==> config.mk <==
export PLATFORM = sky130hd
export DESIGN_NAME = ps2_host_tx
export DESIGN_NICKNAME = d
export VERILOG_FILES = /design/src/rtl/ps2_pkg.sv /design/src/rtl/ps2_sync_edge.sv /design/src/rtl/ps2_host_tx.sv
export SDC_FILE = /design/constraint.sdc
export NUM_CORES = 1
export LEC_CHECK = 0
export ABC_CLOCK_PERIOD_IN_PS = 3350
export CORE_UTILIZATION = 45
export CTS_CLUSTER_DIAMETER = 120
export CTS_CLUSTER_SIZE = 30
export DETAILED_ROUTE_END_ITERATION = 10
export GPL_ROUTABILITY_DRIVEN = 0
export PLACE_DENSITY = 0.75
export SLEW_MARGIN = 20
export SYNTH_ARGS = -nofsm -noshare
export SYNTH_HDL_FRONTEND = slang
export SYNTH_SLANG_ARGS = --single-unit
==> constraint.sdc <==
create_clock -name clk -period 3.35 [get_ports clk]
set_input_delay 0.335 -clock clk [delete_from_list [all_inputs] [get_ports clk]]
set_output_delay 0.335 -clock clk [all_outputs]
set_load 0.005 [all_outputs]
==> src/rtl/ps2_pkg.sv <==
// Shared PS/2 types and constants for the host transmit path (and the receiver).
package ps2_pkg;

  typedef enum logic [2:0] {
    IDLE,
    INHIBIT,
    RELEASE,
    SHIFT,
    ACK,
    WAIT_IDLE
  } ps2_tx_state_t;

  localparam logic [7:0] PS2_CMD_SET_LED = 8'hED;
  localparam logic [7:0] PS2_CMD_ENABLE  = 8'hF4;
  localparam logic [7:0] PS2_CMD_RESET   = 8'hFF;
  localparam logic [7:0] PS2_ACK         = 8'hFA;

  // data(8) + parity + stop; the start bit is driven separately at the end of INHIBIT
  localparam int PS2_FRAME_BITS = 10;

  // Frame shifted LSB first: {stop=1, odd parity, data}
  function automatic logic [PS2_FRAME_BITS-1:0] ps2_frame(input logic [7:0] d);
    return {1'b1, ~^d, d};
  endfunction

endpackage

==> src/rtl/ps2_sync_edge.sv <==
// 3-flop synchronizer for a raw PS/2 line plus falling-edge detect.
module ps2_sync_edge (
  input  logic clk,
  input  logic rst,
  input  logic raw,
  output logic level,
  output logic fall
);

  logic [2:0] sync_q, sync_d;

  // Shift the raw line in; [0] is the metastability-exposed flop
  always_comb sync_d = {sync_q[1:0], raw};

  // Idle PS/2 lines are high, so reset to 1s to avoid a spurious fall
  always_ff @(posedge clk or posedge rst) begin
    if (rst) sync_q <= 3'b111;
    else     sync_q <= sync_d;
  end

  assign level = sync_q[1];
  assign fall  = sync_q[2] & ~sync_q[1];

endmodule

==> src/rtl/ps2_host_tx.sv <==
// PS/2 host-to-device command transmitter. Drives the open-drain lines through
// drive-low enables; the pad resolves each line as drv_low ? 1'b0 : 1'bz.
module ps2_host_tx
  import ps2_pkg::*;
#(
  parameter int INHIBIT_CYCLES = 5000,
  parameter int TIMEOUT_CYCLES = 750000
) (
  input  logic       clk,
  input  logic       rst,
  input  logic [7:0] tx_data,
  input  logic       tx_valid,
  output logic       tx_ready,
  input  logic       ps2_clk,
  input  logic       ps2_data,
  output logic       ps2_clk_drv_low,
  output logic       ps2_data_drv_low,
  output logic       busy,
  output logic       done,
  output logic       ack_err,
  output logic       timeout_err
);

  localparam int CNT_MAX = (INHIBIT_CYCLES > TIMEOUT_CYCLES) ? INHIBIT_CYCLES : TIMEOUT_CYCLES;
  localparam int CW      = $clog2(CNT_MAX + 1);
  // INHIBIT spans one cycle fewer than the clock-low time; RELEASE supplies the last one
  localparam logic [CW-1:0] INH_LAST = CW'(INHIBIT_CYCLES - 2);
  localparam logic [CW-1:0] TO_LAST  = CW'(TIMEOUT_CYCLES - 1);
  localparam logic [3:0]    IDX_LAST = 4'(PS2_FRAME_BITS - 1);

  logic clk_lvl, clk_fall, data_lvl, data_fall_unused;

  ps2_sync_edge u_sync_clk (
    .clk(clk), .rst(rst), .raw(ps2_clk), .level(clk_lvl), .fall(clk_fall)
  );

  ps2_sync_edge u_sync_data (
    .clk(clk), .rst(rst), .raw(ps2_data), .level(data_lvl), .fall(data_fall_unused)
  );

  ps2_tx_state_t                state_q, state_d;
  logic [PS2_FRAME_BITS-1:0]    frame_q, frame_d;
  logic [CW-1:0]                cnt_q, cnt_d;
  logic [3:0]                   idx_q, idx_d;
  logic                         clk_drv_q, clk_drv_d;
  logic                         data_drv_q, data_drv_d;
  logic                         ack_bad_q, ack_bad_d;
  logic                         ready_q, ready_d;
  logic                         busy_q, busy_d;
  logic                         done_q, done_d;
  logic                         ack_err_q, ack_err_d;
  logic                         to_q, to_d;

  // Next-state and registered-output logic for the whole transfer
  always_comb begin
    state_d    = state_q;
    frame_d    = frame_q;
    cnt_d      = cnt_q;
    idx_d      = idx_q;
    clk_drv_d  = clk_drv_q;
    data_drv_d = data_drv_q;
    ack_bad_d  = ack_bad_q;
    done_d     = 1'b0;
    ack_err_d  = 1'b0;
    to_d       = 1'b0;
    case (state_q)
      IDLE: begin
        if (tx_valid && ready_q) begin
          frame_d   = ps2_frame(tx_data);
          cnt_d     = '0;
          idx_d     = '0;
          ack_bad_d = 1'b0;
          clk_drv_d = 1'b1;
          state_d   = INHIBIT;
        end
      end
      INHIBIT: begin
        cnt_d = cnt_q + 1'b1;
        if (cnt_q == INH_LAST) begin
          data_drv_d = 1'b1;  // start bit
          state_d    = RELEASE;
        end
      end
      RELEASE: begin
        clk_drv_d = 1'b0;
        cnt_d     = '0;
        state_d   = SHIFT;
      end
      SHIFT, ACK, WAIT_IDLE: begin
        cnt_d = cnt_q + 1'b1;
        // Timeout takes priority over a coincident clock fall
        if (cnt_q == TO_LAST) begin
          clk_drv_d  = 1'b0;
          data_drv_d = 1'b0;
          to_d       = 1'b1;
          state_d    = IDLE;
        end else if (state_q == SHIFT) begin
          if (clk_fall) begin
            data_drv_d = ~frame_q[idx_q];
            idx_d      = idx_q + 1'b1;
            if (idx_q == IDX_LAST) state_d = ACK;
          end
        end else if (state_q == ACK) begin
          if (clk_fall) begin
            ack_bad_d = data_lvl;
            state_d   = WAIT_IDLE;
          end
        end else begin
          if (clk_lvl && data_lvl) begin
            done_d    = 1'b1;
            ack_err_d = ack_bad_q;
            state_d   = IDLE;
          end
        end
      end
      default: state_d = IDLE;
    endcase
    // Ready is withheld during the completion-pulse cycle so a new accept
    // always follows the pulse by one cycle; busy is its complement.
    ready_d = (state_d == IDLE) && !done_d && !to_d;
    busy_d  = !ready_d;
  end

  // State and output registers; reset releases both lines immediately
  always_ff @(posedge clk or posedge rst) begin
    if (rst) begin
      state_q    <= IDLE;
      frame_q    <= '0;
      cnt_q      <= '0;
      idx_q      <= '0;
      clk_drv_q  <= 1'b0;
      data_drv_q <= 1'b0;
      ack_bad_q  <= 1'b0;
      ready_q    <= 1'b1;
      busy_q     <= 1'b0;
      done_q     <= 1'b0;
      ack_err_q  <= 1'b0;
      to_q       <= 1'b0;
    end else begin
      state_q    <= state_d;
      frame_q    <= frame_d;
      cnt_q      <= cnt_d;
      idx_q      <= idx_d;
      clk_drv_q  <= clk_drv_d;
      data_drv_q <= data_drv_d;
      ack_bad_q  <= ack_bad_d;
      ready_q    <= ready_d;
      busy_q     <= busy_d;
      done_q     <= done_d;
      ack_err_q  <= ack_err_d;
      to_q       <= to_d;
    end
  end

  assign tx_ready         = ready_q;
  assign busy             = busy_q;
  assign ps2_clk_drv_low  = clk_drv_q;
  assign ps2_data_drv_low = data_drv_q;
  assign done             = done_q;
  assign ack_err          = ack_err_q;
  assign timeout_err      = to_q;

endmodule

Word-level counts from Yosys, hierarchy flattened
Cells that the tools add are included.
- word-level logic and storage cells: 105
- output and inout bits: 7
- input bits: 13
- bits in registers: 50
- order comparisons: 1
- muxes and demuxes: 45
- equality and inequality tests: 18
- add/sub/neg operators: 2
- bitwise logic cells: 3
- reductions and logical operators: 22
- operators by type and width (operator ; number):
    20-bit case mux with 3 select lines ; 1
    3-bit two-way mux ; 9
    1-bit two-way mux ; 24
    20-bit by 1-bit adder with 20-bit output, second input constant ; 1
    20-bit by 13-bit equality test with 1-bit output, second input constant ; 1
    20-bit equality test, second input constant ; 1
    20-bit two-way mux ; 1
    4-bit two-way mux ; 4
    2-bit inequality test, second input constant ; 8
    3-bit case mux with 4 select lines ; 1
    4-bit case mux with 2 select lines ; 1
    8-bit XNOR reduction ; 1
    3-bit by 2-bit equality test with 1-bit output, second input constant ; 2
    3-bit equality test, second input constant ; 2
    3-bit zero test ; 2
    3-bit inequality test, second input constant ; 2
    6-bit AND reduction ; 1
    3-bit nonzero test ; 2
    4-bit by 5-bit less-than comparator with 1-bit output, second input constant ; 1
    5-bit AND reduction ; 1
    4-bit by 1-bit adder with 4-bit output, second input constant ; 1
    1-bit binary-select mux with 4-bit select ; 1
    4-bit equality test, second input constant ; 1
    1-bit logical AND ; 4
    other kinds (12) ; 18

Logic depth before layout (Yosys ltp)
- depth after elaboration: 11
- depth in mapped cells: 7
- gate-level depth less buffers: 7

Cells and area by module
From an unflattened synthesis, not the netlist that was laid out.
- cells, all modules: 269
- area, all modules: 2727.6 um^2
- by module, submodules not included (module ; seq. area each (um^2) ; instances ; cells each ; area an instance (um^2)):
    ps2_host_tx ; 1127.3 ; 1 ; 259 ; 2534.9
    ps2_sync_edge ; 78.8 ; 2 ; 5 ; 96.3

Least setup slack after synthesis
OpenSTA, ideal clock, no wires.
- path type: reg2reg
- start: register cnt_q[10]
- end: register idx_q[0]
- slack: 1.483 ns
- clock period less this slack: 1.867 ns
- data arrival time: 1.742 ns
- stages on the path, launching flop included: 6
- cell sequence: dfrtp_1 -> or4b_4 -> nor4_4 -> and3_1 -> nor3b_1 -> mux2_2
- cells in the longest elaborated chain, start to end: 3
- ends and longest elaborated chain (what ; RTL line ; text):
    from (decl) ; ps2_host_tx.sv:43 ; logic [CW-1:0] cnt_q, cnt_d;
    from (signal assigned) ; ps2_host_tx.sv:142 ; cnt_q <= cnt_d;
    20-bit equality test ; ps2_host_tx.sv:92 ; if (cnt_q == TO_LAST) begin
    2-bit inequality test (no source line) ; n/a ;
    5-bit AND reduction (no source line) ; n/a ;
    to (signal assigned) ; ps2_host_tx.sv:143 ; idx_q <= idx_d;
    to (decl) ; ps2_host_tx.sv:44 ; logic [3:0] idx_q, idx_d;
Every way passes these cells.
A chain may end at the register's enable or synchronous reset.

Worst setup path after layout
- start: register cnt_q[0]
- end: register data_drv_q, in the netlist ps2_data_drv_low
- cells in the longest elaborated chain, start to end: 3
- ends and longest elaborated chain (what ; RTL line ; text):
    20-bit equality test or 20-bit by 13-bit equality test with 1-bit output (tied branches) ; ps2_host_tx.sv:92, ps2_host_tx.sv:79 ;
    3-bit inequality test (no source line) (tied with other cells) ; n/a ;
    4-bit AND reduction (no source line) or 1-bit case mux with 2 select lines (tied branches) ; n/a ;
    to (signal assigned) ; ps2_host_tx.sv:145 ; data_drv_q <= data_drv_d;
    to (decl) ; ps2_host_tx.sv:46 ; logic data_drv_q, data_drv_d;
Parallel ways exist; a longest one is shown, timed or not.

==> summary.txt <==
Total Power = 1.09 mW
CP Class = reg -> reg
Num CTS Buffers = 5
Crit share post-route = 64.7%
Xor/xnor share of the synthesized area = 7.85%
Vias in the first global route = 1767
Ys flop type = dfrtp_1
Setup Skew = 7.41 ps
Yosys top cell by area = dfrtp_1
Gr usage total = 17.5%
Seq/Total Area, Yosys = 49.1%
Flop-to-flop setup slack = 1180 ps
Post-route ant nets = 0
Initial Util = 46.6%
Core Box Area = 5510 um2
Final net count = 281
MaxCap Viol Count = 0
Setup violations, final = 0
Avg Cell Area, Syn = 10.6 um2
First-pass GRT wire length = 8.43 mm
VDD IR-drop max = 0.000212 V
Post-synth top cells = dfrtp_1 (44), nor2_1 (29), nand2_1 (18)
Slowest Stage Delay on Critical Path = 510 ps
Main combinational cell family by area after synthesis = simple AND/OR/NAND/NOR gates
Row count = 27
WP buf/inv = 1
CTS tree = yes
Max frequency = 0.461 GHz
Synth Register Bits = 50
Global route overflow = 0
Fin. max-slew vios = 0
Total number of vias = 1865
Synth Area in Compound Gates = 9.22%
Fin crit period = 2170 ps
Top cells by area, synth = dfrtp_1 (43%), dfstp_2 (6.1%), xor2_1 (4.8%)
# DRC = 0
Post-synth ARST share = 100%
Final Instance Area = 2940 um2
Setup TNS = 0 ps
Sequence of cells on the critical path = inv_1 > ha_1 > or4bb_1 > nor4_1 > a311o_1 > o21ai_0 > o2bb2ai_1
Mux contribution to synthesized area = 6.83%
Worst Path Max Fanout = 6
I/O pin total = 20
Fill cell count = 484
Layout area overhead = 14.7%
Ant. Diodes = 0
Post-DP HPWL = 3.40 mm
Number of synthesized flops with an enable pin = 0
Worst setup SP type = flip-flop
Clock Path Buffers = 2
Worst slew margin = 43.1%
Leak pwr = 1.28 nW
Net count after synthesis = 260
Initial antenna violation count = 0
CP arrival = 2360 ps
Clk pin slew, worst setup/hold paths = 100 ps
Slowest CP cell = or4bb_1
Worst-Margin Slew = 853 ps
Cts hold-fix bufs = 0
Clk Latency, worst-skew pair = 300 ps
H-tree depth = 2
Top delay family on crit path = simple AND/OR/NAND/NOR gates
Cell Area, Placed = 2830 um2
Chip width = 77.5 um
Pwr Density = 371 nW/um2
Routed len/inst = 14.5 um
Post-CTS Setup Inserts = 0
Required time of the worst setup path = 3550 ps
# clock sinks = 50
RSZ-0062 raised after global routing = no
Synth Area in Simple Gates = 22.0%
Synth top area share = 42.9%
Layout cells sized above 1 = 14.3%
YS warnings = 0
Min-Delay Path Class = reg -> reg
Outcome = finished, final reports clean
Die ar. = 6010 um2
Hold Vio Cnt, Final = 0
Clk root buf = clkbuf_8
Gates resized, CTS repair = 0
Most numerous cell in the Yosys netlist = dfrtp_1
Post-Synth Adder-Cell Area = 1.95%
Routed wire length = 4.89 mm
Endpoint class of the critical path = flip-flop
Chip Height = 77.5 um
Largest net degree at the start of global routing = 51
Post-Syn Instances = 243
Starting DRT DRC Count = 134
Drt first pass iters = 4
Yosys cell types = 53
Via density per instance = 5.53
Syn Std Cell Area = 2560 um2
# port buffers = 19
## cell type report
class | count | area [um2] | share of cell area (%)
Multi-Input combinational cell | 174 | 1230 | 41.8
Tap cell | 72 | 90.1 | 3.06
Inverter | 12 | 46.3 | 1.57
Clock inverter | 3 | 45.0 | 1.53
Timing Repair Buffer | 21 | 205 | 6.97
Clock buffer | 5 | 68.8 | 2.34
Sequential cell | 50 | 1260 | 42.8
## registers in the layout, summed over array words and instances (netlist names)
| signal | cells |
|---|---|
| done | 1 |
| ps2_clk_drv_low | 1 |
| state_q | 3 |
| tx_ready | 1 |
| u_sync_clk.sync_q | 3 |
| frame_q | 10 |
| idx_q | 4 |
| cnt_q | 20 |
| ps2_data_drv_low | 1 |
| busy | 1 |
| ack_bad_q | 1 |
| timeout_err | 1 |
| u_sync_data.sync_q | 2 |
| ack_err | 1 |
## metal layers
layer	global-route usage (%)	vias up	wire [um]
met5	0	-	0
met4	4.53	0	38
met3	2.82	4	168
met2	26.3	41	2210
met1	26.2	918	2470
li1	-	902	-
## cells in the final DEF (no fill, tap or decap), types with 3 or more instances in the layout
| master | netlist | layout |
|---|---|---|
| a21oi_1 | 8 | 8 |
| and2_1 | 3 | 3 |
| and3_1 | 3 | 3 |
| clkbuf_8 | 0 | 5 |
| clkdlybuf4s50_1 | 0 | 19 |
| dfrtp_1 | 44 | 44 |
| dfstp_2 | 6 | 6 |
| ha_1 | 4 | 4 |
| inv_1 | 12 | 11 |
| mux2_2 | 10 | 10 |
| mux2i_1 | 4 | 4 |
| nand2_1 | 18 | 18 |
| nand2b_1 | 3 | 3 |
| nand3_1 | 12 | 12 |
| nand4_1 | 8 | 8 |
| nor2_1 | 29 | 29 |
| nor2b_1 | 3 | 3 |
| o21ai_0 | 5 | 5 |
| xnor2_1 | 9 | 9 |
| xor2_1 | 14 | 14 |
## power breakdown
| part | internal (mW) | switching, mW | total (mW) |
|---|---|---|---|
| Sequential | 0.609 | 0.00150 | 0.610 |
| Combinational | 0.0233 | 0.0235 | 0.0468 |
| Clock | 0.222 | 0.212 | 0.434 |
| Total | 0.854 | 0.237 | 1.09 |
## kinds of logic (layout without fill, tap and decap cells)
group                      Yosys count  after routing
AOI/OAI and AO/OA                   33             33
xor gates and xnor gates            23             23
adders and majority gates            4              4
buffers and inverters               19             41
DFF                                 50             50
muxes                               15             15
and+or+nand+nor                     99             99
## final timing paths
kind                                             from               endpoint  cells past startpoint
worst max-delay path                         cnt_q[0]       ps2_data_drv_low                      7
worst min-delay path            u_sync_data.sync_q[0]  u_sync_data.sync_q[1]                      0
worst max register to register               cnt_q[0]       ps2_data_drv_low                      7
worst min register to register  u_sync_data.sync_q[0]  u_sync_data.sync_q[1]                      0
max in group asynchronous                         rst              cnt_q[12]                      2
min in group asynchronous                         rst              cnt_q[19]                      2
## metrics by stage
stage | cells | hold slack [ps] | util, % | worst slack (ps)
6_report | 337 | 361 | 53.4 | 1180
5_1_grt | 337 | 363 | 53.4 | 1030
4_1_cts | 337 | 361 | 53.4 | 1210
3_5_place_dp | 329 | 347 | 51.4 | 1070
3_3_place_gp | 329 | 347 | 51.4 | 1090
2_1_floorplan | 243 | 339 | - | 1480
No activity file was read; power rests on OpenSTA's default activity.
